==> config.mk <==
export PLATFORM = sky130hd
export DESIGN_NAME = ring_buffer_burst_reader
export DESIGN_NICKNAME = d
export VERILOG_FILES = /design/src/rtl/ring_buffer_pkg.sv /design/src/rtl/reader_skid_fifo.sv /design/src/rtl/ring_buffer_burst_reader.sv
export SDC_FILE = /design/constraint.sdc
export NUM_CORES = 1
export LEC_CHECK = 0
export BUFFER_PORTS_ARGS = -buffer_cell sky130_fd_sc_hd__buf_2
export CORE_ASPECT_RATIO = 1.25
export CORE_MARGIN = 3
export CORE_UTILIZATION = 55
export CTS_CLUSTER_DIAMETER = 120
export DETAILED_ROUTE_END_ITERATION = 7
export MAX_ROUTING_LAYER = met4
export PLACE_DENSITY = 0.77
export REMOVE_ABC_BUFFERS = 1
export SETUP_SLACK_MARGIN = 0.15
export SLEW_MARGIN = 5
export SYNTH_ARGS = -nofsm -noshare
export SYNTH_HDL_FRONTEND = slang
export SYNTH_SLANG_ARGS = --single-unit
==> constraint.sdc <==
create_clock -name clk -period 2.3 [get_ports clk]
set_input_delay 0 -clock clk [delete_from_list [all_inputs] [get_ports clk]]
set_output_delay 0 -clock clk [all_outputs]
set_load 0.01 [all_outputs]
==> src/rtl/ring_buffer_pkg.sv <==
// Shared definitions for the ring buffer read-side burst controller.
package ring_buffer_pkg;

   typedef enum logic [1:0] {
      ST_IDLE  = 2'd0,
      ST_POP   = 2'd1,
      ST_DRAIN = 2'd2,
      ST_DONE  = 2'd3
   } readerState_e;

   // The skid store is two deep so it covers the one-cycle read latency of the buffer
   localparam int SKID_DEPTH = 2;
   localparam int SKID_CNT_W = $clog2(SKID_DEPTH + 1);

endpackage

==> src/rtl/reader_skid_fifo.sv <==
// Two-entry store that holds popped buffer entries until the consumer takes them.
// The parent never pushes into a full store, so there is no overflow guard here.
module reader_skid_fifo
   import ring_buffer_pkg::*;
#(
   parameter int WIDTH = 8
) (
   input  logic                  clk,
   input  logic                  rstn,
   input  logic                  i_push,
   input  logic [WIDTH-1:0]      i_data,
   input  logic                  i_pop,
   output logic [WIDTH-1:0]      o_data,
   output logic [SKID_CNT_W-1:0] o_count
);

   logic [WIDTH-1:0]      r_mem [SKID_DEPTH];
   logic                  r_wrPtr;
   logic                  r_rdPtr;
   logic [SKID_CNT_W-1:0] r_count;

   assign o_data  = r_mem[r_rdPtr];
   assign o_count = r_count;

   // Storage, pointers and occupancy; a push and a pop in the same cycle leave the count unchanged
   always_ff @(posedge clk or negedge rstn) begin
      if (!rstn) begin
         for (int i = 0; i < SKID_DEPTH; i++) begin
            r_mem[i] <= '0;
         end
         r_wrPtr <= 1'b0;
         r_rdPtr <= 1'b0;
         r_count <= '0;
      end else begin
         if (i_push) begin
            r_mem[r_wrPtr] <= i_data;
            r_wrPtr        <= ~r_wrPtr;
         end
         if (i_pop) begin
            r_rdPtr <= ~r_rdPtr;
         end
         case ({i_push, i_pop})
            2'b10:   r_count <= r_count + 1'b1;
            2'b01:   r_count <= r_count - 1'b1;
            default: r_count <= r_count;
         endcase
      end
   end

endmodule

==> src/rtl/ring_buffer_burst_reader.sv <==
// Pops a programmed number of entries from a ring buffer and streams them out
// on a valid/ready interface, flagging the final beat of each burst.
module ring_buffer_burst_reader
   import ring_buffer_pkg::*;
#(
   parameter int WIDTH = 8,
   parameter int LEN_W = 8
) (
   input  logic             clk,
   input  logic             rstn,
   input  logic             start_i,
   input  logic [LEN_W-1:0] len_i,
   output logic             busy_o,
   output logic             done_o,
   input  logic             q_empty_i,
   output logic             q_dequeue_o,
   input  logic [WIDTH-1:0] q_data_i,
   output logic             m_valid_o,
   input  logic             m_ready_i,
   output logic [WIDTH-1:0] m_data_o,
   output logic             m_last_o
);

   localparam logic [SKID_CNT_W:0] DEPTH_V = (SKID_CNT_W + 1)'(SKID_DEPTH);

   readerState_e          r_state;
   logic [LEN_W-1:0]      r_popRem;
   logic [LEN_W-1:0]      r_beatRem;
   logic                  r_inflight;
   logic                  r_busy;
   logic                  r_done;

   logic [SKID_CNT_W-1:0] w_count;
   logic [WIDTH-1:0]      w_head;
   logic                  w_fire;
   logic                  w_dequeue;
   logic [SKID_CNT_W:0]   w_occupancy;
   logic [SKID_CNT_W:0]   w_limit;

   assign m_valid_o = (w_count != '0);
   assign m_data_o  = w_head;
   assign m_last_o  = m_valid_o && (r_beatRem == LEN_W'(1));
   assign w_fire    = m_valid_o && m_ready_i;

   // A pop is allowed only if the entry it returns is sure to find a free slot
   assign w_occupancy = {1'b0, w_count} + {{SKID_CNT_W{1'b0}}, r_inflight};
   assign w_limit     = DEPTH_V + {{SKID_CNT_W{1'b0}}, w_fire};
   assign w_dequeue   = (r_state == ST_POP) && (r_popRem != '0) && !q_empty_i
                        && (w_occupancy < w_limit);

   assign q_dequeue_o = w_dequeue;
   assign busy_o      = r_busy;
   assign done_o      = r_done;

   // Remember a pop so its data, valid during the following cycle, gets captured
   always_ff @(posedge clk or negedge rstn) begin
      if (!rstn) begin
         r_inflight <= 1'b0;
      end else begin
         r_inflight <= w_dequeue;
      end
   end

   // Burst sequencing with registered busy/done flags kept in step with the state
   always_ff @(posedge clk or negedge rstn) begin
      if (!rstn) begin
         r_state   <= ST_IDLE;
         r_popRem  <= '0;
         r_beatRem <= '0;
         r_busy    <= 1'b0;
         r_done    <= 1'b0;
      end else begin
         r_done <= 1'b0;
         case (r_state)
            ST_IDLE: begin
               if (start_i) begin
                  r_popRem  <= len_i;
                  r_beatRem <= len_i;
                  r_busy    <= 1'b1;
                  if (len_i == '0) begin
                     r_state <= ST_DONE;
                     r_done  <= 1'b1;
                  end else begin
                     r_state <= ST_POP;
                  end
               end
            end
            ST_POP: begin
               if (w_dequeue) begin
                  r_popRem <= r_popRem - 1'b1;
                  if (r_popRem == LEN_W'(1)) begin
                     r_state <= ST_DRAIN;
                  end
               end
               if (w_fire) begin
                  r_beatRem <= r_beatRem - 1'b1;
               end
            end
            ST_DRAIN: begin
               if (w_fire) begin
                  r_beatRem <= r_beatRem - 1'b1;
                  if (r_beatRem == LEN_W'(1)) begin
                     r_state <= ST_DONE;
                     r_done  <= 1'b1;
                  end
               end
            end
            ST_DONE: begin
               r_state <= ST_IDLE;
               r_busy  <= 1'b0;
            end
            default: begin
               r_state <= ST_IDLE;
               r_busy  <= 1'b0;
            end
         endcase
      end
   end

   reader_skid_fifo #(
      .WIDTH (WIDTH)
   ) skidFifo (
      .clk     (clk),
      .rstn    (rstn),
      .i_push  (r_inflight),
      .i_data  (q_data_i),
      .i_pop   (w_fire),
      .o_data  (w_head),
      .o_count (w_count)
   );

endmodule
==> flow_summary_export.csv <==
group,metric,value,unit
worst_setup_path,crit_type,"register to register",
detailed_routing,dr.first_iter.drc_count,130,
sta,share_of_the_clock_period_used_by_the_worst_path_after_layout,83.2,%
cells_and_area,fill_cells,326,
detailed_routing,totalWireLength,5.33,mm
placed_design,final_weighted_congestion_in_routability_driven_placement,0.868,
cells_and_area,layout-drive-gt1-share,32.2,%
yosys,synth_warnings,0,
cells_and_area,finalNetCount,302,
hold_path,hp_class,"input pin to register",
global_routing,grt_antenna_before_repair,0,
worst_setup_path,arrival_worst_endpoint,2130,ps
sta,fin_worst_hold_slack,26.9,ps
die,row_count,26,
global_routing,number_of_global_route_vias_before_repair,1911,
yosys,yosys.cell_count.top_type,"sky130_fd_sc_hd__dfrtp_1",
cts,cts_setup_buffers,0,
die,ios,34,
sta,timing.final.hold_violations,0,
worst_setup_path,cpLargestDelayFamily,"adder cells",
power_and_ir_drop,p_per_area,1510,nW/um^2
sta,fin_skew,2.76,ps
die,total_die_area,5160,sq um
cts,numCtsBuffers,5,
cells_and_area,layout.cell_area.non_filler,2810,sq um
sta,totalNegativeSetupSlack,0,ps
die,floorplan.die.height,79.6,um
yosys,synthTopCellsByArea,"sky130_fd_sc_hd__dfrtp_1 43%, sky130_fd_sc_hd__mux2_2 11%, sky130_fd_sc_hd__ha_1 6.3%",
sta,post_layout_minimum_cycle_time,1910,ps
global_routing,gr-usage-all-layers,23.0,%
power_and_ir_drop,cellLeakagePower,1.22,nW
sta,timing.max_slew.rel_slack,39.5,%
cts,deepest_clock_path_buffer_count,2,
sta,layout_setup_ws,386,ps
yosys,yosysSeqAreaShare,43.1,%
worst_setup_path,worst_path_required,2520,ps
detailed_routing,drtPass1Iterations,4,
die,die_x,64.9,um
cts,root_buffer,"sky130_fd_sc_hd__clkbuf_8",
global_routing,global_route_wire_length_before_repair,8.91,mm
global_routing,grt.overflow.total,0,
yosys,combined_area_of_all_synthesized_cells,2380,sq um
cells_and_area,post_layout_nonfiller_instances,326,
cells_and_area,antenna-diode-count,0,
worst_setup_path,cpPeakStageDelay,560,ps
worst_setup_path,cp-start-kind,"register",
die,coreArea,4130,sq um
cts,htree_levels,2,
outcome,outcome,"completed",
sta,actual_slew_at_the_worst_max_slew_pin,908,ps
placed_design,dp.cells,309,
yosys,synth.top_cells.by_count,"41 x sky130_fd_sc_hd__dfrtp_1, 24 x sky130_fd_sc_hd__mux2_2, 15 x sky130_fd_sc_hd__o21ai_0",
sta,rsz_0062_raised_after_global_routing,"no",
cells_and_area,layout-area-overhead-vs-synth,18.1,%
cts,clock-sinks,41,
detailed_routing,avgViaCountPerCell,5.90,
cts,tritoncts,"yes",
worst_setup_path,crit_slowest_cell,"sky130_fd_sc_hd__ha_1",
cts,clk_transition_reported_paths,80,ps
placed_design,dpl.hpwl,3.80,mm
detailed_routing,dr_total_vias,1923,
detailed_routing,routed_wire_length_per_instance,16.4,um
yosys,share_of_the_synthesized_area_in_the_top_cell_type,43.1,%
power_and_ir_drop,vdd_ir_drop_max,0.704,mV
worst_setup_path,crit_path_max_fanout,13,
placed_design,i_o_buffers,33,
sta,maxSlewViolCount,0,
yosys,synthesis.instances,224,
yosys,synth_ff_type,"sky130_fd_sc_hd__dfrtp_1",
placed_design,post_dp_cell_area,2590,sq um
worst_setup_path,setup.worst_path.end_class,"register",
cts,insertion_delay,290,ps
worst_setup_path,path_cells,"inv_1 > ha_1 > clkinvlp_4 > nor3_1 > a22oi_1 > o21ai_0",
global_routing,grt_start_max_net_pins,42,
placed_design,pre_cts_slack,371,ps
yosys,synth_largest_area_cell,"sky130_fd_sc_hd__dfrtp_1",
sta,setup_viol,0,
sta,fmax,523,MHz
yosys,postSynthRegisterBits,41,
yosys,netlist-cell-type-count,54,
detailed_routing,drt_drc_violations_left,0,
detailed_routing,antenna_left,0,
yosys,syn_area_per_cell,10.6,sq um
yosys,ys_async_sr_fraction,100,%
job,max_cap_violations,0,
die,initial_core_util,57.7,%
yosys,post_synth_edffs,0,
worst_setup_path,critical_path_buf_inv_count,2,
## cell type report
type	count	area, sq um	area share [%]
clock buffer	6	82.6	2.93
timing repair buffer	45	278	9.87
inverter	13	55.1	1.96
tap	56	70.1	2.49
clock inverter	2	37.5	1.33
multi-input combinational	163	1260	45.0
sequential	41	1030	36.5
## worst min-delay path, delay by kind of cell
family                    cells  cell delay [ps]
AOI/OAI and AO/OA             1              110
xor gates and xnor gates      1               70
buffers and inverters         1              100
## placed cells by master, fill, tap and decap left out, drive strengths merged, types with 4 or more instances in the layout
cell type    count
o21ai           23
nand2           12
inv             12
clkbuf           6
ha              12
buf             36
nor2             9
a2bb2oi          4
nor3            10
nand3            8
dlygate4sd3      9
a21oi            9
o22ai            5
dfrtp           41
nor4             5
mux2            25
a31oi            4
## cells by family after synthesis
kind of cell | share of synthesized area, %
and+or+nand+nor | 13.9
AOI/OAI and AO/OA | 17.8
muxes | 13.1
xor gates and xnor gates | 1.84
adders and majority gates | 6.30
buffers and inverters | 4.04
DFF | 43.1
## where the power goes
part           internal [mW]  switching (mW)  leakage (nW)
registers               1.08           0.351         0.490
clock network          0.353           0.255        0.0574
logic                   1.02            1.18         0.673
total                   2.46            1.78          1.22
## metrics by stage
step                utilization [%]  total power [mW]
floorplan                         -              2.99
global placement               62.8              3.51
detailed placement             62.8              3.58
CTS                            67.9              4.22
global route                   68.1              4.56
finish                         68.1              4.24
## flip-flops by register name, indices dropped and copies added, names as in the netlist
register and flops:
skidFifo.r_mem 16, r_beatRem 8, r_state 2, done_o 1
r_popRem 8, skidFifo.o_count 2, busy_o 1, skidFifo.r_rdPtr 1
r_inflight 1, skidFifo.r_wrPtr 1
## what timing repair did
action                                  in CTS  in global routing
resized for setup                            0                  2
endpoints found under the setup margin       0                  2
hold buffers                                 9                  0
endpoints found under the hold margin       57                  0
## layer usage
| metal | vias up | track usage, % | wire (um) |
|---|---|---|---|
| met1 | 937 | 27.1 | 2230 |
| met3 | 8 | 3.80 | 241 |
| met2 | 59 | 39.6 | 2770 |
| met5 | - | - | 0 |
| met4 | 0 | 8.03 | 93 |
| li1 | 919 | - | - |
## path summary, 6_finish.rpt
check                             startpoint  cells after the start  slack [ps]             endpoint
max in group asynchronous               rstn                      2        1370   skidFifo.r_mem[10]
max reg2reg                       r_state[0]                      6         390         r_beatRem[5]
min reg2reg                skidFifo.r_mem[6]                      1         510    skidFifo.r_mem[6]
min in group asynchronous               rstn                      2         370  skidFifo.o_count[1]
min                                m_ready_i                      3          30     skidFifo.r_rdPtr
max                               r_state[0]                      6         390         r_beatRem[5]
(Power assumes the default switching activity.)
